**src/rtl/hazard_ctrl.sv**
```systemverilog
// hazard_ctrl: hazard controller for the 5-stage F/D/E/M/W pipeline.
// It produces stall/flush enables for the pipeline registers and E-stage
// forwarding selects. It sequences load-use stalls, taken-branch flushes and
// multi-cycle execute waits, and counts stall and branch-flush cycles.
// Control outputs are Mealy in RUN, so they are combinational. They are gated
// by rst_n so that they drop the moment reset is asserted.

module hazard_ctrl #(
  parameter int LOAD_LAT   = 1,
  parameter int BR_PENALTY = 1,
  parameter int MC_TIMEOUT = 64,
  parameter int CNT_W      = 16
) (
  input  logic             clk,
  input  logic             rst_n,
  input  logic [3:0]       regSrcA_D,
  input  logic [3:0]       regSrcB_D,
  input  logic             useA_D,
  input  logic             useB_D,
  input  logic [3:0]       regSrcA_E,
  input  logic [3:0]       regSrcB_E,
  input  logic [3:0]       regScr_E,
  input  logic             regw_E,
  input  logic             regmem_E,
  input  logic [3:0]       regScr_M,
  input  logic             regw_M,
  input  logic [3:0]       regScr_W,
  input  logic             regw_W,
  input  logic             branch_taken_E,
  input  logic             mc_start_E,
  input  logic             mc_done,
  output logic             stall_F,
  output logic             stall_D,
  output logic             stall_E,
  output logic             flush_D,
  output logic             flush_E,
  output logic             flush_M,
  output logic [1:0]       fwdA_E,
  output logic [1:0]       fwdB_E,
  output logic             mc_err,
  output logic [CNT_W-1:0] stall_cnt,
  output logic [CNT_W-1:0] flush_cnt
);

  // The sequence counter must hold MC_TIMEOUT-1 as well as LOAD_LAT-1 and
  // BR_PENALTY-1. Those two are at most 6, so 3 bits is the floor.
  localparam int SEQ_W = ($clog2(MC_TIMEOUT) > 3) ? $clog2(MC_TIMEOUT) : 3;
  localparam logic [3:0] PC_REG = 4'd15;

  typedef enum logic [1:0] {
    RUN     = 2'b00,
    LDSTALL = 2'b01,
    BRFLUSH = 2'b10,
    MCWAIT  = 2'b11
  } state_t;

  // A source matches a producer only if the source is actually read, the
  // producer writes, and the register is not the PC.
  function automatic logic reg_hit(input logic [3:0] src, input logic used,
                                   input logic [3:0] dst, input logic wr);
    return used & wr & (dst != PC_REG) & (src == dst);
  endfunction

  // Forwarding select for one E-stage operand. The younger M result wins over W.
  function automatic logic [1:0] fwd_sel(input logic [3:0] src,
                                         input logic [3:0] dst_m, input logic wr_m,
                                         input logic [3:0] dst_w, input logic wr_w);
    logic [1:0] sel;
    if (reg_hit(src, 1'b1, dst_m, wr_m)) begin
      sel = 2'b10;
    end else if (reg_hit(src, 1'b1, dst_w, wr_w)) begin
      sel = 2'b01;
    end else begin
      sel = 2'b00;
    end
    return sel;
  endfunction

  // Saturating increment for the event counters.
  function automatic logic [CNT_W-1:0] sat_inc(input logic [CNT_W-1:0] val,
                                               input logic en);
    logic [CNT_W-1:0] res;
    if (en && (val != {CNT_W{1'b1}})) begin
      res = val + {{(CNT_W-1){1'b0}}, 1'b1};
    end else begin
      res = val;
    end
    return res;
  endfunction

  state_t            r_state;
  logic [SEQ_W-1:0]  r_cnt;
  logic              r_mc_err;
  logic [CNT_W-1:0]  r_stall_cnt;
  logic [CNT_W-1:0]  r_flush_cnt;

  logic              w_load_use;
  logic              w_stall_F;
  logic              w_stall_D;
  logic              w_stall_E;
  logic              w_flush_D;
  logic              w_flush_E;
  logic              w_flush_M;
  logic              w_br_flush;
  logic [1:0]        w_fwdA;
  logic [1:0]        w_fwdB;

  // Load-use hazard detection and the operand forwarding selects.
  always_comb begin
    w_load_use = regmem_E & regw_E &
                 (reg_hit(regSrcA_D, useA_D, regScr_E, regw_E) |
                  reg_hit(regSrcB_D, useB_D, regScr_E, regw_E));
    w_fwdA     = fwd_sel(regSrcA_E, regScr_M, regw_M, regScr_W, regw_W);
    w_fwdB     = fwd_sel(regSrcB_E, regScr_M, regw_M, regScr_W, regw_W);
  end

  // Stall/flush decode: Mealy in RUN, Moore in the sequencing states.
  always_comb begin
    w_stall_F  = 1'b0;
    w_stall_D  = 1'b0;
    w_stall_E  = 1'b0;
    w_flush_D  = 1'b0;
    w_flush_E  = 1'b0;
    w_flush_M  = 1'b0;
    w_br_flush = 1'b0;
    case (r_state)
      RUN: begin
        if (branch_taken_E) begin
          // The D instruction is squashed, so a coincident load-use is moot.
          w_flush_D  = 1'b1;
          w_flush_E  = 1'b1;
          w_br_flush = 1'b1;
        end else if (mc_start_E) begin
          w_stall_F = 1'b0;
        end else if (w_load_use) begin
          w_stall_F = 1'b1;
          w_stall_D = 1'b1;
          w_flush_E = 1'b1;
        end else begin
          w_stall_F = 1'b0;
        end
      end
      LDSTALL: begin
        w_stall_F = 1'b1;
        w_stall_D = 1'b1;
        w_flush_E = 1'b1;
      end
      BRFLUSH: begin
        w_flush_D = 1'b1;
      end
      MCWAIT: begin
        w_stall_F = 1'b1;
        w_stall_D = 1'b1;
        w_stall_E = 1'b1;
        w_flush_M = 1'b1;
      end
      default: begin
        w_stall_F = 1'b0;
      end
    endcase
  end

  // Sequencer: state, remaining-cycle/age counter and the sticky timeout flag.
  always_ff @(posedge clk or negedge rst_n) begin
    if (!rst_n) begin
      r_state  <= RUN;
      r_cnt    <= {SEQ_W{1'b0}};
      r_mc_err <= 1'b0;
    end else begin
      case (r_state)
        RUN: begin
          if (branch_taken_E) begin
            if (BR_PENALTY > 1) begin
              r_state <= BRFLUSH;
              r_cnt   <= SEQ_W'(BR_PENALTY - 1);
            end else begin
              r_state <= RUN;
            end
          end else if (mc_start_E) begin
            r_state <= MCWAIT;
            r_cnt   <= {SEQ_W{1'b0}};
          end else if (w_load_use) begin
            if (LOAD_LAT > 1) begin
              r_state <= LDSTALL;
              r_cnt   <= SEQ_W'(LOAD_LAT - 1);
            end else begin
              r_state <= RUN;
            end
          end else begin
            r_state <= RUN;
          end
        end
        LDSTALL, BRFLUSH: begin
          // Both count down the cycles still owed and then resume.
          if (r_cnt <= SEQ_W'(1)) begin
            r_state <= RUN;
            r_cnt   <= {SEQ_W{1'b0}};
          end else begin
            r_cnt   <= r_cnt - {{(SEQ_W-1){1'b0}}, 1'b1};
          end
        end
        MCWAIT: begin
          // Completion takes precedence over a timeout in the same cycle.
          if (mc_done) begin
            r_state <= RUN;
            r_cnt   <= {SEQ_W{1'b0}};
          end else if (r_cnt == SEQ_W'(MC_TIMEOUT - 1)) begin
            r_state  <= RUN;
            r_cnt    <= {SEQ_W{1'b0}};
            r_mc_err <= 1'b1;
          end else begin
            r_cnt    <= r_cnt + {{(SEQ_W-1){1'b0}}, 1'b1};
          end
        end
        default: begin
          r_state <= RUN;
          r_cnt   <= {SEQ_W{1'b0}};
        end
      endcase
    end
  end

  // Saturating event counters: stall cycles and branch-induced E flushes.
  always_ff @(posedge clk or negedge rst_n) begin
    if (!rst_n) begin
      r_stall_cnt <= {CNT_W{1'b0}};
      r_flush_cnt <= {CNT_W{1'b0}};
    end else begin
      r_stall_cnt <= sat_inc(r_stall_cnt, w_stall_D);
      r_flush_cnt <= sat_inc(r_flush_cnt, w_br_flush);
    end
  end

  assign stall_F   = rst_n & w_stall_F;
  assign stall_D   = rst_n & w_stall_D;
  assign stall_E   = rst_n & w_stall_E;
  assign flush_D   = rst_n & w_flush_D;
  assign flush_E   = rst_n & w_flush_E;
  assign flush_M   = rst_n & w_flush_M;
  assign fwdA_E    = {2{rst_n}} & w_fwdA;
  assign fwdB_E    = {2{rst_n}} & w_fwdB;
  assign mc_err    = r_mc_err;
  assign stall_cnt = r_stall_cnt;
  assign flush_cnt = r_flush_cnt;

endmodule

```
**config.mk**
```make
export PLATFORM = sky130hd
export DESIGN_NAME = hazard_ctrl
export DESIGN_NICKNAME = d
export VERILOG_FILES = /design/src/rtl/hazard_ctrl.sv
export SDC_FILE = /design/constraint.sdc
export NUM_CORES = 1
export LEC_CHECK = 0
export ABC_AREA = 1
export BUFFER_PORTS_ARGS = -buffer_cell sky130_fd_sc_hd__buf_2
export CELL_PAD_IN_SITES_DETAIL_PLACEMENT = 0
export CELL_PAD_IN_SITES_GLOBAL_PLACEMENT = 1
export CORE_MARGIN = 2
export CORE_UTILIZATION = 39
export CTS_CLUSTER_SIZE = 30
export DETAILED_ROUTE_END_ITERATION = 10
export PLACE_DENSITY_LB_ADDON = 0.25
export SYNTH_ARGS = -nofsm -noshare
export SYNTH_HDL_FRONTEND = slang
export SYNTH_SLANG_ARGS = --single-unit
```
**constraint.sdc**
```tcl
create_clock -name clk -period 4.7 [get_ports clk]
set_input_delay 0 -clock clk [delete_from_list [all_inputs] [get_ports clk]]
set_output_delay 0 -clock clk [all_outputs]
set_load 0.03 [all_outputs]
```
==> results.json <==
{
  "status": "finished clean",
  "final_cell_mix": "nand2_1, buf_2, inv_1, dfrtp_1, nor2_1",
  "grt_pass1_vias": 2396,
  "final_nets": 510,
  "netlist_area_sq_um": 2750,
  "cts_tree": "done",
  "p_total_w": 0.00110,
  "multiInputGateArea_sq_um": 1500,
  "cts_made_buffers": 5,
  "design.core.area_sq_um": 6790,
  "synth_ff_type": "dfrtp_1",
  "slew_violations": 0,
  "layout_commonest_cell": "nand2_1",
  "synth_top_cell_area_share_pct": 36.4,
  "critPathArrivalTime_ns": 2.19,
  "core.rowCount": 30,
  "gp_congestion": 0.814,
  "fin_crit_sh_pct": 46.6,
  "yosysTopAreaCell": "dfrtp_1",
  "ys_ff_latch": 40,
  "hold_path_class": "input port to flop",
  "first_pass_iters": 4,
  "crit_path_start_kind": "input port",
  "die_h_um": 88.0,
  "synth_edf_count": 0,
  "die-area_sq_um": 7740,
  "portBuffers": 81,
  "fin_crit_ns": 2.19,
  "avgViaCountPerCell": 4.75,
  "vias": 2679,
  "ys_types": 31,
  "drive_gt1_share_pct": 22.4,
  "n_antenna_cell": 0,
  "pin_count": 82,
  "area.sequential_sq_um": 1000,
  "p_int_w": 0.000634,
  "comb_power_share_pct": 36.2,
  "critPathCaptureType": "primary output",
  "wire_per_inst_um": 11.4,
  "tightest_slew_ns": 0.970,
  "p_leak_nw": 1.75,
  "pre_cts_ws_ns": 2.69,
  "fillerInstances": 690,
  "ir_drop_mv": 0.243,
  "synthesis.nets": 427,
  "grt_usage_pct": 17.6,
  "drc_errors": 0,
  "swShare_pct": 42.5,
  "clkLatencyLatePin_ns": 0.30,
  "maxCapViolCount": 0,
  "netlist_instances": 385,
  "placed_cell_area_sq_um": 3210,
  "grt_pass1_wl_um": 10900,
  "fp.dieW_um": 88.0,
  "ys_top_cells_by_area": "dfrtp_1, nand2_1, xor2_1, nand3_1, inv_1",
  "postLayoutCoreUtil_pct": 48.6,
  "final_area_sq_um": 3300,
  "synth_warnings": 0,
  "clock_path_buffers": 2,
  "initial_core_util_pct": 40.5,
  "crit_required_ns": 4.70,
  "antenna_found_initial": 0,
  "power_switching_w": 0.000470,
  "grt_start_max_net_pins": 44,
  "hold_viol_final": 0,
  "htree_levels": 2,
  "skew_ns": 0.00491,
  "power_density_nw_per_um2": 334,
  "relSlewSlack_pct": 35.3,
  "sequentialPowerShare_pct": 43.5,
  "clkPwrFrac_pct": 20.3,
  "totalNegativeSetupSlack_ns": 0,
  "overflow": 0,
  "drt_iter0_markers": 144,
  "cts-resized-gates": 0,
  "ctsRootBufferMaster": "clkbuf_8",
  "critPathMaxFanout": 43,
  "hpwlAfterDp_um": 4970,
  "fin_ws_ns": 2.51,
  "async_reset_ff_share_pct": 100,
  "setup_viol": 0,
  "clk_pin_slew_worst_paths_ns": 0.08,
  "crit_type": "input port to primary output",
  "final_antenna_net_count": 0,
  "cts.sinks": 40,
  "areaGrowthSynthToFinish_pct": 20.1,
  "ys_seq_area_share_pct": 36.4,
  "postSynthAreaPerCell_sq_um": 7.15,
  "finalWirelength_um": 6460,
  "fmax_ghz": 0.456,
  "grt_setup_unrepaired": "no"
}
==> sequential cells by signal, summed over array words and instances (netlist names) <==
register and count:
r_state 1, stall_cnt 16, flush_cnt 16, mc_err 1, r_cnt 6
==> synth_stat cells, types with 3 or more instances <==
cell type,number
a21oi_1,7
buf_6,5
nand3_1,38
xor2_1,27
o21ai_0,9
nor3_1,13
xnor2_1,6
nor2_1,39
nor2_2,3
ha_1,3
nand2_1,115
nand2_2,4
dfrtp_1,40
nor4_1,3
inv_1,49
nand4_1,6
==> logic make-up after synthesis <==
family          count (synthesis)  synth area share, %
simple gates                  230                 37.3
xor+xnor                       34                 11.1
buf+inv                        56                 9.28
compound gates                 22                 4.55
fa+ha+maj                       3                 1.36
flops                          40                 36.4
==> what timing repair did <==
| item | 4_1_cts | 5_1_grt |
|---|---|---|
| setup buffers | 0 | 0 |
| endpoints found under the hold margin | 41 | 0 |
| endpoints found under the setup margin | 0 | 0 |
| hold buffers | 2 | 0 |
==> metal layers <==
layer  GRT usage [%]  up-vias  part of all wire, %
met2            29.0       54                   47
met4            3.78        0                 0.81
met1            23.7     1243                   47
li1                -     1376                    -
met3            4.24        6                  5.3
met5               0        -                    0
==> per-stage QoR <==
stage / hold WS (ns) / cells
6_report: 0.0455 / 564
5_1_grt: 0.0620 / 564
4_1_cts: 0.0307 / 564
3_5_place_dp: 0.215 / 555
3_3_place_gp: 0.217 / 555
2_1_floorplan: -0.296 / 385
==> critical path: stages <==
cell and delay [ns]:
dlygate4sd3_1 0.52, buf_2 0.74, o21ai_0 0.22, nor3_1 0.23, nand4_1 0.10, a31oi_1 0.16, buf_2 0.22
==> power by group through the flow <==
| stage | Sequential (W) | Combinational [W] | Clock [W] |
|---|---|---|---|
| floorplan | 0.000576 | 0.000186 | 0 |
| global placement | 0.000486 | 0.000398 | 0 |
| detailed placement | 0.000487 | 0.000402 | 0 |
| CTS | 0.000481 | 0.000404 | 0.000232 |
| global route | 0.000494 | 0.000441 | 0.000245 |
| finish | 0.000481 | 0.000399 | 0.000225 |
==> cell type report <==
type                       instances  area share (%)
sequential                        40            30.3
clock inverter                     1           0.152
clock buffer                       6            2.20
tap                               96            3.64
inverter                          49            5.57
multi-input combinational        289            45.3
timing repair buffer              83            12.9
==> final timing paths <==
check,slack [ns],cells after the start,start,endpoint
worst max-delay path,2.51,7,rst_n,fwdA_E[0]
worst min-delay path,0.05,4,branch_taken_E,r_state[0]$_DFFE_PN0P_
worst max register to register,2.66,8,stall_cnt[0]$_DFFE_PN0P_,stall_cnt[15]$_DFFE_PN0P_
worst min register to register,0.48,1,mc_err$_DFFE_PN0P_,mc_err$_DFFE_PN0P_
max in group asynchronous,3.71,2,rst_n,flush_cnt[4]$_DFFE_PN0P_
min in group asynchronous,0.38,2,rst_n,mc_err$_DFFE_PN0P_
(Power assumes the default switching activity.)
